`config.mk`:
```
export PLATFORM = sky130hd
export DESIGN_NAME = routermerge_arbiter
export DESIGN_NICKNAME = d
export VERILOG_FILES = /design/src/rtl/routermerge_arbiter.sv
export SDC_FILE = /design/constraint.sdc
export NUM_CORES = 1
export LEC_CHECK = 0
export CORE_MARGIN = 2
export CORE_UTILIZATION = 29
export CTS_BUF_LIST = sky130_fd_sc_hd__clkbuf_16
export CTS_CLUSTER_DIAMETER = 100
export CTS_CLUSTER_SIZE = 40
export DETAILED_ROUTE_END_ITERATION = 12
export GPL_TIMING_DRIVEN = 0
export HOLD_SLACK_MARGIN = 0.12
export SKIP_CTS_REPAIR_TIMING = 1
export SYNTH_ARGS = -nofsm -noshare
export SYNTH_HDL_FRONTEND = slang
export SYNTH_SLANG_ARGS = --single-unit
```
`constraint.sdc`:
```
create_clock -name clk -period 16.05 [get_ports clk]
set_input_delay 2.4075 -clock clk [delete_from_list [all_inputs] [get_ports clk]]
set_output_delay 2.4075 -clock clk [all_outputs]
set_load 0.02 [all_outputs]
```
`src/rtl/routermerge_arbiter.sv`:
```
// Round-robin select-stream scheduler for the 5-input router merge.
// Optional packet lock (tail-driven grant hold) enabled by ROUTERMERGE_PKT_LOCK_EN.
module routermerge_arbiter #(
  parameter int unsigned N_IN        = 5,
  parameter int unsigned CODE_W      = 3,
  parameter int unsigned TIMEOUT_CYC = 1024
) (
  input  logic              clk,
  input  logic              reset,
  input  logic [N_IN-1:0]   req,
`ifdef ROUTERMERGE_PKT_LOCK_EN
  input  logic [N_IN-1:0]   tail,
`endif
  output logic              ctrl_valid,
  input  logic              ctrl_ready,
  output logic [CODE_W-1:0] ctrl_code,
  output logic [N_IN-1:0]   grant_onehot,
  input  logic              xfer_done,
  output logic              busy,
  output logic              timeout_err,
  input  logic              err_clr
);

  localparam int unsigned     WD_W    = (TIMEOUT_CYC > 2) ? $clog2(TIMEOUT_CYC) : 1;
  localparam logic [WD_W-1:0] WD_LAST = WD_W'((TIMEOUT_CYC == 0) ? 0 : TIMEOUT_CYC - 1);
  localparam bit              WD_EN   = (TIMEOUT_CYC != 0);

  typedef enum logic [1:0] {S_IDLE, S_ISSUE, S_BUSY} state_e;

  state_e              state_q;
  logic                ctrl_valid_q;
  logic [CODE_W-1:0]   ctrl_code_q;
  logic [N_IN-1:0]     grant_q;
  logic                busy_q;
  logic                timeout_err_q;
  logic [CODE_W-1:0]   rr_ptr_q;
  logic [WD_W-1:0]     wd_q;

  logic [CODE_W-1:0]   win_idx_c;
  logic                win_found_c;
  logic                done_c;
  logic                relock_c;
  logic                wd_hit_c;
  int unsigned         dist_c;
  int unsigned         best_c;

`ifdef ROUTERMERGE_PKT_LOCK_EN
  logic                tail_q;
  logic                lock_wait_q;
`endif

  // Winner is the requester with the smallest upward distance past rr_ptr_q.
  always_comb begin
    win_idx_c = '0;
    best_c    = N_IN;
    dist_c    = 0;
    for (int unsigned i = 0; i < N_IN; i++) begin
      dist_c = (i + 2 * N_IN - 1 - 32'(rr_ptr_q)) % N_IN;
      if (req[i] && (dist_c < best_c)) begin
        best_c    = dist_c;
        win_idx_c = CODE_W'(i);
      end
    end
  end

  assign win_found_c = |req;

`ifdef ROUTERMERGE_PKT_LOCK_EN
  assign done_c   = xfer_done && !lock_wait_q;
  assign relock_c = lock_wait_q && req[ctrl_code_q];
`else
  assign done_c   = xfer_done;
  assign relock_c = 1'b0;
`endif

  // A completion or relock in the same cycle beats the watchdog.
  assign wd_hit_c = WD_EN && (state_q == S_BUSY) && !done_c && !relock_c && (wd_q == WD_LAST);

  always_ff @(posedge clk or posedge reset) begin
    if (reset) begin
      state_q       <= S_IDLE;
      ctrl_valid_q  <= 1'b0;
      ctrl_code_q   <= '0;
      grant_q       <= '0;
      busy_q        <= 1'b0;
      timeout_err_q <= 1'b0;
      rr_ptr_q      <= CODE_W'(N_IN - 1);
      wd_q          <= '0;
`ifdef ROUTERMERGE_PKT_LOCK_EN
      tail_q        <= 1'b0;
      lock_wait_q   <= 1'b0;
`endif
    end else begin
      timeout_err_q <= wd_hit_c ? 1'b1 : (err_clr ? 1'b0 : timeout_err_q);
      unique case (state_q)
        S_IDLE: begin
          if (win_found_c) begin
            state_q      <= S_ISSUE;
            busy_q       <= 1'b1;
            ctrl_valid_q <= 1'b1;
            ctrl_code_q  <= win_idx_c;
            grant_q      <= N_IN'(1) << win_idx_c;
`ifdef ROUTERMERGE_PKT_LOCK_EN
            tail_q       <= tail[win_idx_c];
`endif
          end
        end
        S_ISSUE: begin
          if (ctrl_ready) begin
            state_q      <= S_BUSY;
            ctrl_valid_q <= 1'b0;
            rr_ptr_q     <= ctrl_code_q;
            wd_q         <= '0;
          end
        end
        S_BUSY: begin
          if (wd_hit_c) begin
            state_q     <= S_IDLE;
            busy_q      <= 1'b0;
            grant_q     <= '0;
`ifdef ROUTERMERGE_PKT_LOCK_EN
            lock_wait_q <= 1'b0;
`endif
          end
`ifdef ROUTERMERGE_PKT_LOCK_EN
          // Mid-packet: the same input is re-issued as soon as it has a flit.
          else if (relock_c || (done_c && !tail_q && req[ctrl_code_q])) begin
            state_q      <= S_ISSUE;
            ctrl_valid_q <= 1'b1;
            tail_q       <= tail[ctrl_code_q];
            lock_wait_q  <= 1'b0;
          end else if (done_c && !tail_q) begin
            lock_wait_q <= 1'b1;
            wd_q        <= wd_q + WD_W'(1);
          end
`endif
          else if (done_c) begin
            if (win_found_c) begin
              state_q      <= S_ISSUE;
              ctrl_valid_q <= 1'b1;
              ctrl_code_q  <= win_idx_c;
              grant_q      <= N_IN'(1) << win_idx_c;
`ifdef ROUTERMERGE_PKT_LOCK_EN
              tail_q       <= tail[win_idx_c];
`endif
            end else begin
              state_q <= S_IDLE;
              busy_q  <= 1'b0;
              grant_q <= '0;
            end
          end else begin
            wd_q <= wd_q + WD_W'(1);
          end
        end
        default: state_q <= S_IDLE;
      endcase
    end
  end

  assign ctrl_valid   = ctrl_valid_q;
  assign ctrl_code    = ctrl_code_q;
  assign grant_onehot = grant_q;
  assign busy         = busy_q;
  assign timeout_err  = timeout_err_q;

endmodule

```
# == Word level (Yosys, flattened, before mapping) ==
# Index checks and enable logic that the tools add are counted.
# classes
addsub,6
div,5
n_lt_le_gt_ge,5
eq_ne,10
shifts,1
mux,39
n_reduce_logical,21
# ops
cell,count
remainder unit 32 x 3 -> 32 bit (second input constant),5
< comparator 32 bit,4
2-to-1 mux 32 bit,4
< comparator 32 x 3 -> 1 bit (second input constant),1
2-to-1 mux 10 bit,3
subtractor 4 x 3 -> 5 bit (first input constant),5
2-to-1 mux 5 bit,4
case mux 10 bit (2 select lines),1
2-to-1 mux 3 bit,5
2-to-1 mux 1 bit,12
AND reduction 4 bit,3
adder 10 x 1 -> 10 bit (second input constant),1
equality test 10 bit (second input constant),1
2-to-1 mux 2 bit,5
inequality test 2 bit (second input constant),5
case mux 5 bit (2 select lines),1
AND reduction 3 bit,3
logical AND 1 bit,7
inequality test 3 bit (second input constant),2
case mux 2 bit (3 select lines),1
case mux 3 bit (2 select lines),1
nonzero test 2 bit,3
OR reduction 5 bit,1
<< shifter 1 x 3 -> 5 bit (first input constant),1
other kinds (8),8
# word_totals
reg_bits,26
output_inout_bits,11
wordCells,95

# == Logic depth before layout (Yosys ltp) ==
# depth
ltp_word,22
ltp_mapped,69
depth_no_buf,63

# == Least setup slack after synthesis ==
# Ideal clock, no wire load.
# synth_timing
kind,reg2reg
start,reg rr_ptr_q[1]
end,reg grant_q[3] (netlist: grant_onehot[3])
setup_time_ps,122
arrival_ps,13960
t_required_ps,15928
path_slack_ps,1969
path_stages_with_launch,64
synth_period_minus_slack_ps,14081
cell_sequence,dfrtp_1 buf_1 inv_1 ha_1 inv_1 ha_1 or2_2 o21ai_1 xnor2_1 inv_1 ha_1 nand2b_1 o21ai_0 o22ai_1 nor2_1 nor2_1 nand3_1 nor2_1 [28 not listed] nand3_1 o31a_1 o21ai_1 buf_4 mux2_2 ha_1 a21o_1 a21o_1 a21oi_1 o21ai_0 a31o_2 a221o_1 nand4b_1 a21o_1 o31ai_1 a211oi_1 or2_2 a32o_1
# synth_between
elab_chain_len,22
elab_cells_between_ends,34
classes_between,add/sub (5); div (5); order compare (5); shift (1); mux (13); reduce/logical (5)
# synth_rtl
item,line_no,rtl
"start, declared",36,logic [CODE_W-1:0] rr_ptr_q;
"start signal, assigned",87,rr_ptr_q <= CODE_W'(N_IN - 1);
"start signal, assigned",112,rr_ptr_q <= ctrl_code_q;
subtractor 4 x 3 -> 5 bit,58,dist_c = (i + 2 * N_IN - 1 - 32'(rr_ptr_q)) % N_IN;
remainder unit 32 x 3 -> 32 bit,58,
< comparator 32 x 3 -> 1 bit,59,if (req[i] && (dist_c < best_c)) begin
logical AND 1 bit,59,
2-to-1 mux 32 bit,59,
< comparator 32 bit,59,
logical AND 1 bit,59,
2-to-1 mux 32 bit,59,
[6 not listed],-,
< comparator 32 bit,59,
logical AND 1 bit,59,
2-to-1 mux 3 bit (*),59,
<< shifter 1 x 3 -> 5 bit (*),"102, 142",
2-to-1 mux 5 bit,138,if (win_found_c) begin
2-to-1 mux 5 bit,137,else if (done_c) begin
2-to-1 mux 5 bit,117,if (wd_hit_c) begin
case mux 5 bit (2 select lines) (*),95,unique case (state_q)
"end signal, assigned",102,grant_q <= N_IN'(1) << win_idx_c;
"end signal, assigned",142,grant_q <= N_IN'(1) << win_idx_c;
"end, declared",33,logic [N_IN-1:0] grant_q;
# Every way passes the cells marked *; elsewhere a longest branch is shown, timed or not. The select of a mux whose other input is x is not followed.
# A chain may end at the register's enable or synchronous reset.

# == Final worst setup path ==
# Same ends and word-level chain as after synthesis.

==> results.json <==
{
  "outcome": "completed",
  "worst_pin_slew_ns": 1.38,
  "synth-seq-area-share_pct": 8.88,
  "syn2layout_area_growth_pct": 12.9,
  "diodes": 0,
  "cpMaxStageDelayCell": "dfrtp_2",
  "synth_top_area_cell": "ha_1",
  "synthCells": 966,
  "io_pins": 21,
  "drive_above_1_share_pct": 9.18,
  "die_x_microns": 163,
  "post-dp-hpwl_microns": 16600,
  "setup_viol": 0,
  "finalCritPeriodShare_pct": 94.6,
  "vias": 7241,
  "grt_pass1_wl_microns": 33000,
  "synth.avg_cell_area_sq_um": 7.60,
  "clkTransAtPathRegs_ns": 0.06,
  "fin_setup_tns_ns": 0,
  "ys_ff_latch": 26,
  "grt_use_total_pct": 14.9,
  "r2r_cells": 64,
  "first_global_vias": 6747,
  "drv_cap": 0,
  "ys_async_sr_fraction_pct": 100,
  "ant_nets": 0,
  "cp-startpoint": "rr_ptr_q[1]$_DFFE_PP0P_",
  "synth_edf_count": 0,
  "dieArea_sq_mm": 0.0266,
  "setup.worst_path.class": "flip-flop to flip-flop",
  "place_area_sq_mm": 0.00806,
  "maxSlewHeadroom_pct": 7.35,
  "via_per_inst": 5.35,
  "antenna_found_initial": 0,
  "worst_path_most_repeated_cell": "ha_1",
  "max_stage_delay_ns": 0.49,
  "drt_iter0_markers": 455,
  "finalWirelength_microns": 20400,
  "fillers": 2653,
  "gp_congestion": 0.874,
  "fin_nets": 1187,
  "crit_fanout": 10,
  "crit_path_end_kind": "flip-flop",
  "ff2ff_setup_slack_ns": 0.87,
  "die_h_microns": 163,
  "firstDrtPassIters": 5,
  "ctsHtreeMaxLevel": 1,
  "synth_top_area_share_pct": 25.9,
  "hold_viol_final": 0,
  "r2r_end": "grant_onehot[3]$_DFFE_PP0P_",
  "hold_class": "flip-flop to flip-flop",
  "grt_overflow": 0,
  "post-route-cell-area_sq_mm": 0.00828,
  "num_rows": 58,
  "post_drt_wl_per_cell_microns": 15.1,
  "place_inst": 1344,
  "drc": 0,
  "start_util_pct": 29.3,
  "port_buffers": 20,
  "fmax_mhz": 65.9,
  "finalCriticalPeriod_ns": 15.18,
  "cts.sinks": 26,
  "grt_max_degree": 27,
  "synth_area_sq_mm": 0.00734,
  "yosysWarnings": 0,
  "ys_top_cells_by_area": "ha_1 (26%), dfrtp_1 (8.5%), nand2_1 (5.1%), a21oi_1 (4.8%), o21ai_0 (4.2%)",
  "core_sq_mm": 0.0250,
  "synth_cell_type_count": 77,
  "timing.rr.start": "rr_ptr_q[1]$_DFFE_PP0P_",
  "crit_path_start_kind": "flip-flop",
  "setup.worst_path.end": "grant_onehot[3]$_DFFE_PP0P_",
  "synth_top_flop_cell": "dfrtp_1",
  "clk_latency_ns": 0.26,
  "fin_cells": 1354,
  "cts_made_buffers": 3,
  "fin_skew_ns": 0.00180,
  "clk_path_buf_depth": 2,
  "cp.arrival_ns": 15.32,
  "hold_slack_ns": 0.503,
  "hold_path_depth": 1,
  "cts_tree": "done",
  "final-max-slew-violation-count": 0,
  "cts.root.buffer_cell": "clkbuf_16",
  "cp.required_ns": 16.20
}
worst min-delay path by stage:
stage / startpoint / endpoint / slack (ns)
final: grant_onehot[3]$_DFFE_PP0P_ / grant_onehot[3]$_DFFE_PP0P_ / 0.50
after floorplan: state_q[1]$_DFFE_PP0P_ / busy$_DFFE_PP0P_ / 0.44
after CTS: grant_onehot[4]$_DFFE_PP0P_ / grant_onehot[4]$_DFFE_PP0P_ / 0.50
after global placement: timeout_err$_DFFE_PP0P_ / timeout_err$_DFFE_PP0P_ / 0.47
after global routing: grant_onehot[3]$_DFFE_PP0P_ / grant_onehot[3]$_DFFE_PP0P_ / 0.52
after detailed placement: timeout_err$_DFFE_PP0P_ / timeout_err$_DFFE_PP0P_ / 0.47
flip-flops by register name (all words and copies together) (netlist names):
name          count
busy              1
ctrl_code         3
ctrl_valid        1
grant_onehot      5
rr_ptr_q          3
state_q           2
timeout_err       1
wd_q             10
layer usage:
metal / up-vias / wire (microns) / track usage (%)
li1: 3679 / - / -
met4: 0 / 155 / 1.65
met5: - / 0 / 0
met3: 11 / 625 / 0.711
met1: 3417 / 10100 / 21.3
met2: 134 / 9460 / 25.5
stage by stage:
step / setup WS, ns / utilization (%)
floorplan: 1.97 / -
global placement: -1.74 / 32.2
detailed placement: -1.85 / 32.2
CTS: -1.93 / 32.5
global route: -0.0418 / 33.1
finish: 0.871 / 33.1
cell families (layout without fill, tap and decap cells):
logic type      after synthesis  count (layout)  share of synthesized area, %
buf+inv                      98             128                          5.29
xor+xnor                     26              26                          3.21
mux                          58              58                          8.82
fa+ha+maj                   152             152                          25.9
simple gates                317             317                          21.3
other cells                   1              29                        0.0511
compound gates              288             288                          26.6
flops                        26              26                          8.88
synth_stat cells (all sizes together), types with 3 or more instances:
library cell / n
nor2b: 10
o22ai: 3
nand2b: 8
nor2: 71
clkbuf: 31
and2: 4
and3: 5
xor2: 9
nor3: 24
a2111oi: 3
nand4: 26
nand4b: 3
or3: 9
o21ai: 69
and4: 7
a32o: 4
o31a: 3
xnor2: 17
a21oi: 71
mux2: 29
a21boi: 6
o2111ai: 4
o21a: 16
a21o: 36
ha: 152
or2: 24
a41o: 13
dfrtp: 25
buf: 12
a2bb2oi: 6
o311a: 3
a211o: 6
inv: 55
nand2: 99
o31ai: 5
nand3: 17
a211oi: 14
mux2i: 29
critical path: cells and delay by family (launching register included):
family	cells	cell delay, ns
multiplexers	3	0.63
AND/OR/NAND/NOR	16	3.54
flip-flops	1	0.49
AO/OA/AOI/OAI	28	5.90
buffers and inverters	9	2.11
XOR/XNOR	1	0.26
adder cells (fa/ha/maj)	7	2.11
layout make-up:
cell class	count	area (sq um)	share of cell area (%)
multi-input cells	870	6490	78.3
flip-flops and latches	26	653	7.89
well taps	330	413	4.99
repair buffers	26	245	2.96
inverters	55	206	2.49
plain buffers	43	198	2.39
clock buffers	3	75.1	0.907
clock inverters	1	3.75	0.0453
placed cells by master (no fill, tap or decap), drive strengths merged, types with 24 or more instances in the layout:
cell	instances
a21o	36
a21oi	71
clkbuf	39
conb	29
dfrtp	25
ha	152
inv	55
mux2	29
mux2i	29
nand2	99
nand4	26
nor2	71
nor3	24
o21ai	69
or2	24
Power is not shown: default switching activity piles up to over one toggle a cycle in this logic, so the estimate is an artifact.
==> RTL change 1 (same flow settings) <==
Reset style: synchronous (`reset`), changed in one clocked block.
--- a/src/rtl/routermerge_arbiter.sv
+++ b/src/rtl/routermerge_arbiter.sv
@@ -77,5 +77,5 @@
   assign wd_hit_c = WD_EN && (state_q == S_BUSY) && !done_c && !relock_c && (wd_q == WD_LAST);
 
-  always_ff @(posedge clk or posedge reset) begin
+  always_ff @(posedge clk) begin
     if (reset) begin
       state_q       <= S_IDLE;
Formal check against the unedited RTL: differs if reset is asserted again (counterexample within 4 cycles, from zero or initial values and one cycle with reset high); with reset held inactive, the same outputs for 4 cycles.
==> RTL change 1 against the unedited design <==
Routed wire length is 0.94% higher; worst setup slack better by 0.34 ns; critical path depth is 4 higher; sequential share of layout area is 1.4 points lower; area after synthesis is 2.6% lower; sequential cell count stayed put; cell area is 3.6% lower; critical path type unchanged; critical endpoint is now ctrl_code[0].
Power is left out: it rests on default switching activity, and per cell area and clock period it moved more than threefold.
==> RTL change 1: results (changes against the unedited design) <==
Status
  • Outcome: finished clean (unchanged)

Logic synthesis
  • Mux cell area share after synthesis: 0.0474 (was 0.0882)
  • Register area share after synthesis: 0.0728 (was 0.0888)
  • Async SR Flop Fraction: 0 (was 1.00)
  • Xor and xnor area share after synthesis: 0.0364 (was 0.0321)
  • Synth top cells by count: 152 x ha_1, 110 x nand2_1, 92 x nor2_1 (was 152 x ha_1, 99 x nand2_1, 71 x a21oi_1, 71 x nor2_1, 62 x o21ai_0)
  • Ys flop type: dfxtp_1 (was dfrtp_1)
  • Average cell area after synthesis: 7.18 µm² (was 7.60 µm²)
  • Post-synthesis compound-gate area fraction: 0.282 (was 0.266)
  • Synth top area cells: ha_1 27%, dfxtp_1 7.3%, a21oi_1 6.2% (was ha_1 26%, dfrtp_1 8.5%, nand2_1 5.1%)
  • Netlist cell types: 80 (was 77)
  • Yosys Warn Count: 0 (unchanged)
  • Adder-cell share of the synthesized area: 0.267 (was 0.259)

Clock network
  • Skew-Pair Late Insertion Delay: 0.26 ns (about the same)
  • H-tree depth: 1 (unchanged)
  • TritonCTS buffer count: 3 (unchanged)
  • CTS Buffer Depth: 2 (unchanged)
  • Clk slew on worst S/H paths: 0.07 ns
  • Clock root buffer: clkbuf_16 (unchanged)

Final layout
  • Share of layout cells above drive strength 1: 0.0505 (was 0.0918)
  • Final net count: 1212 (was 1187)
  • Max reg flops: 10 (unchanged)
  • Number of diodes: 0 (unchanged)
  • Largest register by flop count: wd_q (unchanged)

Placement
  • IO Port Bufs: 20 (unchanged)
  • Dpl cell area: 0.00786 mm² (was 0.00806 mm²)
  • Inst Count DP: 1368 (was 1344)
  • DP Worst Slack: -0.526 ns (was -1.85 ns)
  • Final GP Congestion: 0.892 (was 0.874)
  • Detailed placement HPWL: 16.8 mm (was 16.6 mm)

GRT
  • Vias in the first global route: 6945 (was 6747)
  • Initial antenna violation count: 0 (unchanged)
  • Largest net degree at the start of global routing: 15 (was 27)
  • Global-route wire length before repair: 34.2 mm (was 33.0 mm)
  • Tot GR Track Use: 0.156 (was 0.149)

Detailed routing
  • WL final: 20.6 mm (was 20.4 mm)
  • Via/cell ratio: 5.30 (was 5.35)
  • 1st-pass router iterations: 4 (was 5)
  • 1st-iter DRT viols: 437 (was 455)
  • Vias post-DR: 7273 (was 7241)

Critical path
  • Crit path DAT: 15.01 ns (was 15.32 ns)
  • Slowest CP cell: nor3_1 (was dfrtp_2)
  • CP delay by family, top: compound AO/OA/AOI/OAI gates (unchanged)
  • Crit-path max FO: 12 (was 10)
  • Slowest stage delay, CP: 0.48 ns

Timing
  • Slew HR: 0.235 (was 0.0735)
  • Max Clock Skew: 0.00334 ns (was 0.00180 ns)

Worst hold path
  • HP Class: flip-flop to flip-flop (unchanged)
RTL change 1: path summary, 6_finish.rpt:
kind	slack (ns)	startpoint	cells after the start	endpoint
worst max-delay path	1.21	rr_ptr_q[1]	68	ctrl_code[0]
worst min-delay path	0.49	wd_q[9]	2	wd_q[9]
worst max register to register	1.21	rr_ptr_q[1]	68	ctrl_code[0]
worst min register to register	0.49	wd_q[9]	2	wd_q[9]
RTL change 1: metal layers:
layer	global-route usage	wire (µm)	vias to the layer above
met1	0.222	10700	3387
met2	0.271	9280	108
met5	0	0	-
met4	0.0195	177	0
met3	0.00514	394	16
li1	-	-	3762
RTL change 1: final cells by class:
type	count	area, µm²
Clock buffer	3	75.1
Tap cell	324	405
Buffer	56	254
Fill cell	2649	16300
Clock inverter	1	3.75
Timing Repair Buffer	21	208
Inverter	41	158
Multi-Input combinational cell	901	6360
Sequential cell	26	522
==> RTL change 2 (same settings) <==
Made on the original files. Add a define of `ROUTERMERGE_PKT_LOCK_EN`.
--- a/src/rtl/routermerge_arbiter.sv
+++ b/src/rtl/routermerge_arbiter.sv
@@ -1,4 +1,6 @@
 // Round-robin select-stream scheduler for the 5-input router merge.
 // Optional packet lock (tail-driven grant hold) enabled by ROUTERMERGE_PKT_LOCK_EN.
+`define ROUTERMERGE_PKT_LOCK_EN
+
 module routermerge_arbiter #(
   parameter int unsigned N_IN        = 5,
Ports: changed (added tail); port bits go from 21 to 26. No check against the original RTL was run, so the function may have changed too.
==> RTL change 2 against the unedited design <==
Routed wire length rose by 11%; worst setup slack improved by 0.39 ns; area after synthesis rose by 4.3%; cell area rose by 3.5%; final cell count rose by 5.1%; hold slack got worse by 0.016 ns; largest cell class unchanged; sequential cell count rose by 2.
Power is not shown: default switching activity piles up to over one toggle a cycle in this logic, so the estimate is an artifact.
==> RTL change 2: results (changes against the unedited design) <==
Placement
  • Final GP Congestion: 0.885 (was 0.874)
  • Detailed placement HPWL: 18.2 mm (was 16.6 mm)
  • DP Worst Slack: 0.602 ns (was -1.85 ns)
  • IO Port Bufs: 25 (was 20)

Final layout
  • Final net count: 1261 (was 1187)
  • Fillcell total: 2834 (was 2653)
  • Max reg flops: 10 (unchanged)
  • Largest register by flop count: wd_q (unchanged)
  • Non-Filler Instances: 1423 (was 1354)
  • Share of layout cells above drive strength 1: 0.0892 (was 0.0918)

Logic synthesis
  • Average cell area after synthesis: 7.45 µm² (was 7.60 µm²)
  • Synth top area cells: ha_1 26%, dfrtp_1 8.8%, o21ai_0 7.0% (was ha_1 26%, dfrtp_1 8.5%, nand2_1 5.1%)
  • Netlist cell types: 86 (was 77)
  • Register area share after synthesis: 0.0917 (was 0.0888)
  • Synth top cells by count: 157 x ha_1, 125 x nand2_1, 107 x o21ai_0 (was 152 x ha_1, 99 x nand2_1, 71 x a21oi_1, 71 x nor2_1, 62 x o21ai_0)

Detailed routing
  • WL final: 22.5 mm (was 20.4 mm)
  • 1st-iter DRT viols: 496 (was 455)
  • 1st-pass router iterations: 7 (was 5)
  • Vias post-DR: 7759 (was 7241)

Critical path
  • RR Startpoint: rr_ptr_q[1] (unchanged)
  • R2R setup slack: 1.26 ns (was 0.87 ns)
  • Crit path DAT: 14.95 ns (was 15.32 ns)
  • Slowest CP cell: dfrtp_2 (unchanged)
  • Slowest stage delay, CP: 0.54 ns (was 0.49 ns)
  • R2r endpoint: grant_onehot[1] (was grant_onehot[3])
  • Worst reg-to-reg path cell count: 65 (was 64)
  • Crit-path max FO: 13 (was 10)

Timing
  • Final hold slack: 0.487 ns (was 0.503 ns)
  • Max Clock Skew: 0.00140 ns (was 0.00180 ns)
  • Slew HR: 0.268 (was 0.0735)

Clock network
  • Clk slew on worst S/H paths: 0.07 ns
  • H-tree depth: 1 (unchanged)
  • Skew-Pair Late Insertion Delay: 0.26 ns (about the same)
  • TritonCTS buffer count: 3 (unchanged)
  • CTS Buffer Depth: 2 (unchanged)

Worst hold path
  • Worst hold path depth: 1 (unchanged)
  • HP Class: flip-flop to flip-flop (unchanged)
  • Hold Startpoint: timeout_err (was grant_onehot[3])
  • Hold Path Sink: timeout_err (was grant_onehot[3])

GRT
  • Vias in the first global route: 7494 (was 6747)
  • Tot GR Track Use: 0.160 (was 0.149)
  • Initial antenna violation count: 0 (unchanged)
  • Largest net degree at the start of global routing: 29 (was 27)
  • Global-route wire length before repair: 37.8 mm (was 33.0 mm)

Status
  • Outcome: finished clean (unchanged)
RTL change 2: changes by cell type after synthesis, sizes merged, moves of 12 or more:
cell	unedited run	this run
a31o	1	14
o21ai	69	115
a41o	13	0
mux2i	29	11
o211ai	2	14
nand2	99	125
o31ai	5	24
a21oi	71	54
RTL change 2: area by class of cell:
| class | instances | area, µm² | area share |
|---|---|---|---|
| Multi-Input combinational cell | 928 | 6670 | 0.778 |
| Clock buffer | 3 | 75.1 | 0.00876 |
| Tap cell | 335 | 419 | 0.0489 |
| Buffer | 52 | 240 | 0.0280 |
| Clock inverter | 1 | 3.75 | 0.000438 |
| Inverter | 47 | 180 | 0.0210 |
| Timing Repair Buffer | 29 | 280 | 0.0327 |
| Sequential cell | 28 | 704 | 0.0822 |
RTL change 2: worst max-delay path by stage:
| stage | from | endpoint | slack (ns) | cells past startpoint |
|---|---|---|---|---|
| 4_1_cts | rr_ptr_q[0] | grant_onehot[1] | 0.55 | 65 |
| 5_1_grt | rr_ptr_q[1] | grant_onehot[1] | 0.08 | 66 |
| 3_5_place_dp | rr_ptr_q[0] | grant_onehot[1] | 0.60 | 65 |
| 6_report | rr_ptr_q[1] | grant_onehot[1] | 1.26 | 65 |
| 2_1_floorplan | rr_ptr_q[1] | grant_onehot[1] | 3.57 | 66 |
| 3_3_place_gp | rr_ptr_q[0] | grant_onehot[1] | 0.42 | 65 |
RTL change 2: critical path, delay by kind of cell, from the launching register on:
family,cells,cell delay [ns]
mux,1,0.37
xor+xnor,1,0.21
simple gates,18,3.27
compound gates,29,5.77
fa+ha+maj,7,2.16
buf+inv,9,2.31
flops,1,0.54
RTL change 2: layer usage:
layer	vias to the layer above	wire length (µm)	global-route usage
li1	3931	-	-
met2	126	10800	0.284
met3	22	511	0.00570
met1	3680	11000	0.219
met5	-	0	0
met4	0	265	0.0244
RTL change 2: kinds of logic after synthesis:
logic type               share of synthesized area
adder cells (fa/ha/maj)                      0.259
buffers and inverters                       0.0539
flip-flops                                  0.0917
other                                     0.000490
AO/OA/AOI/OAI                                0.318
AND/OR/NAND/NOR                              0.206
multiplexers                                0.0468
XOR/XNOR                                    0.0240
RTL change 2: per-stage QoR:
| step | area [µm²] | utilization |
|---|---|---|
| finish | 8570 | 0.330 |
| global route | 8570 | 0.330 |
| CTS | 8510 | 0.327 |
| detailed placement | 8430 | 0.324 |
| global placement | 8430 | 0.324 |
| floorplan | 7760 | - |
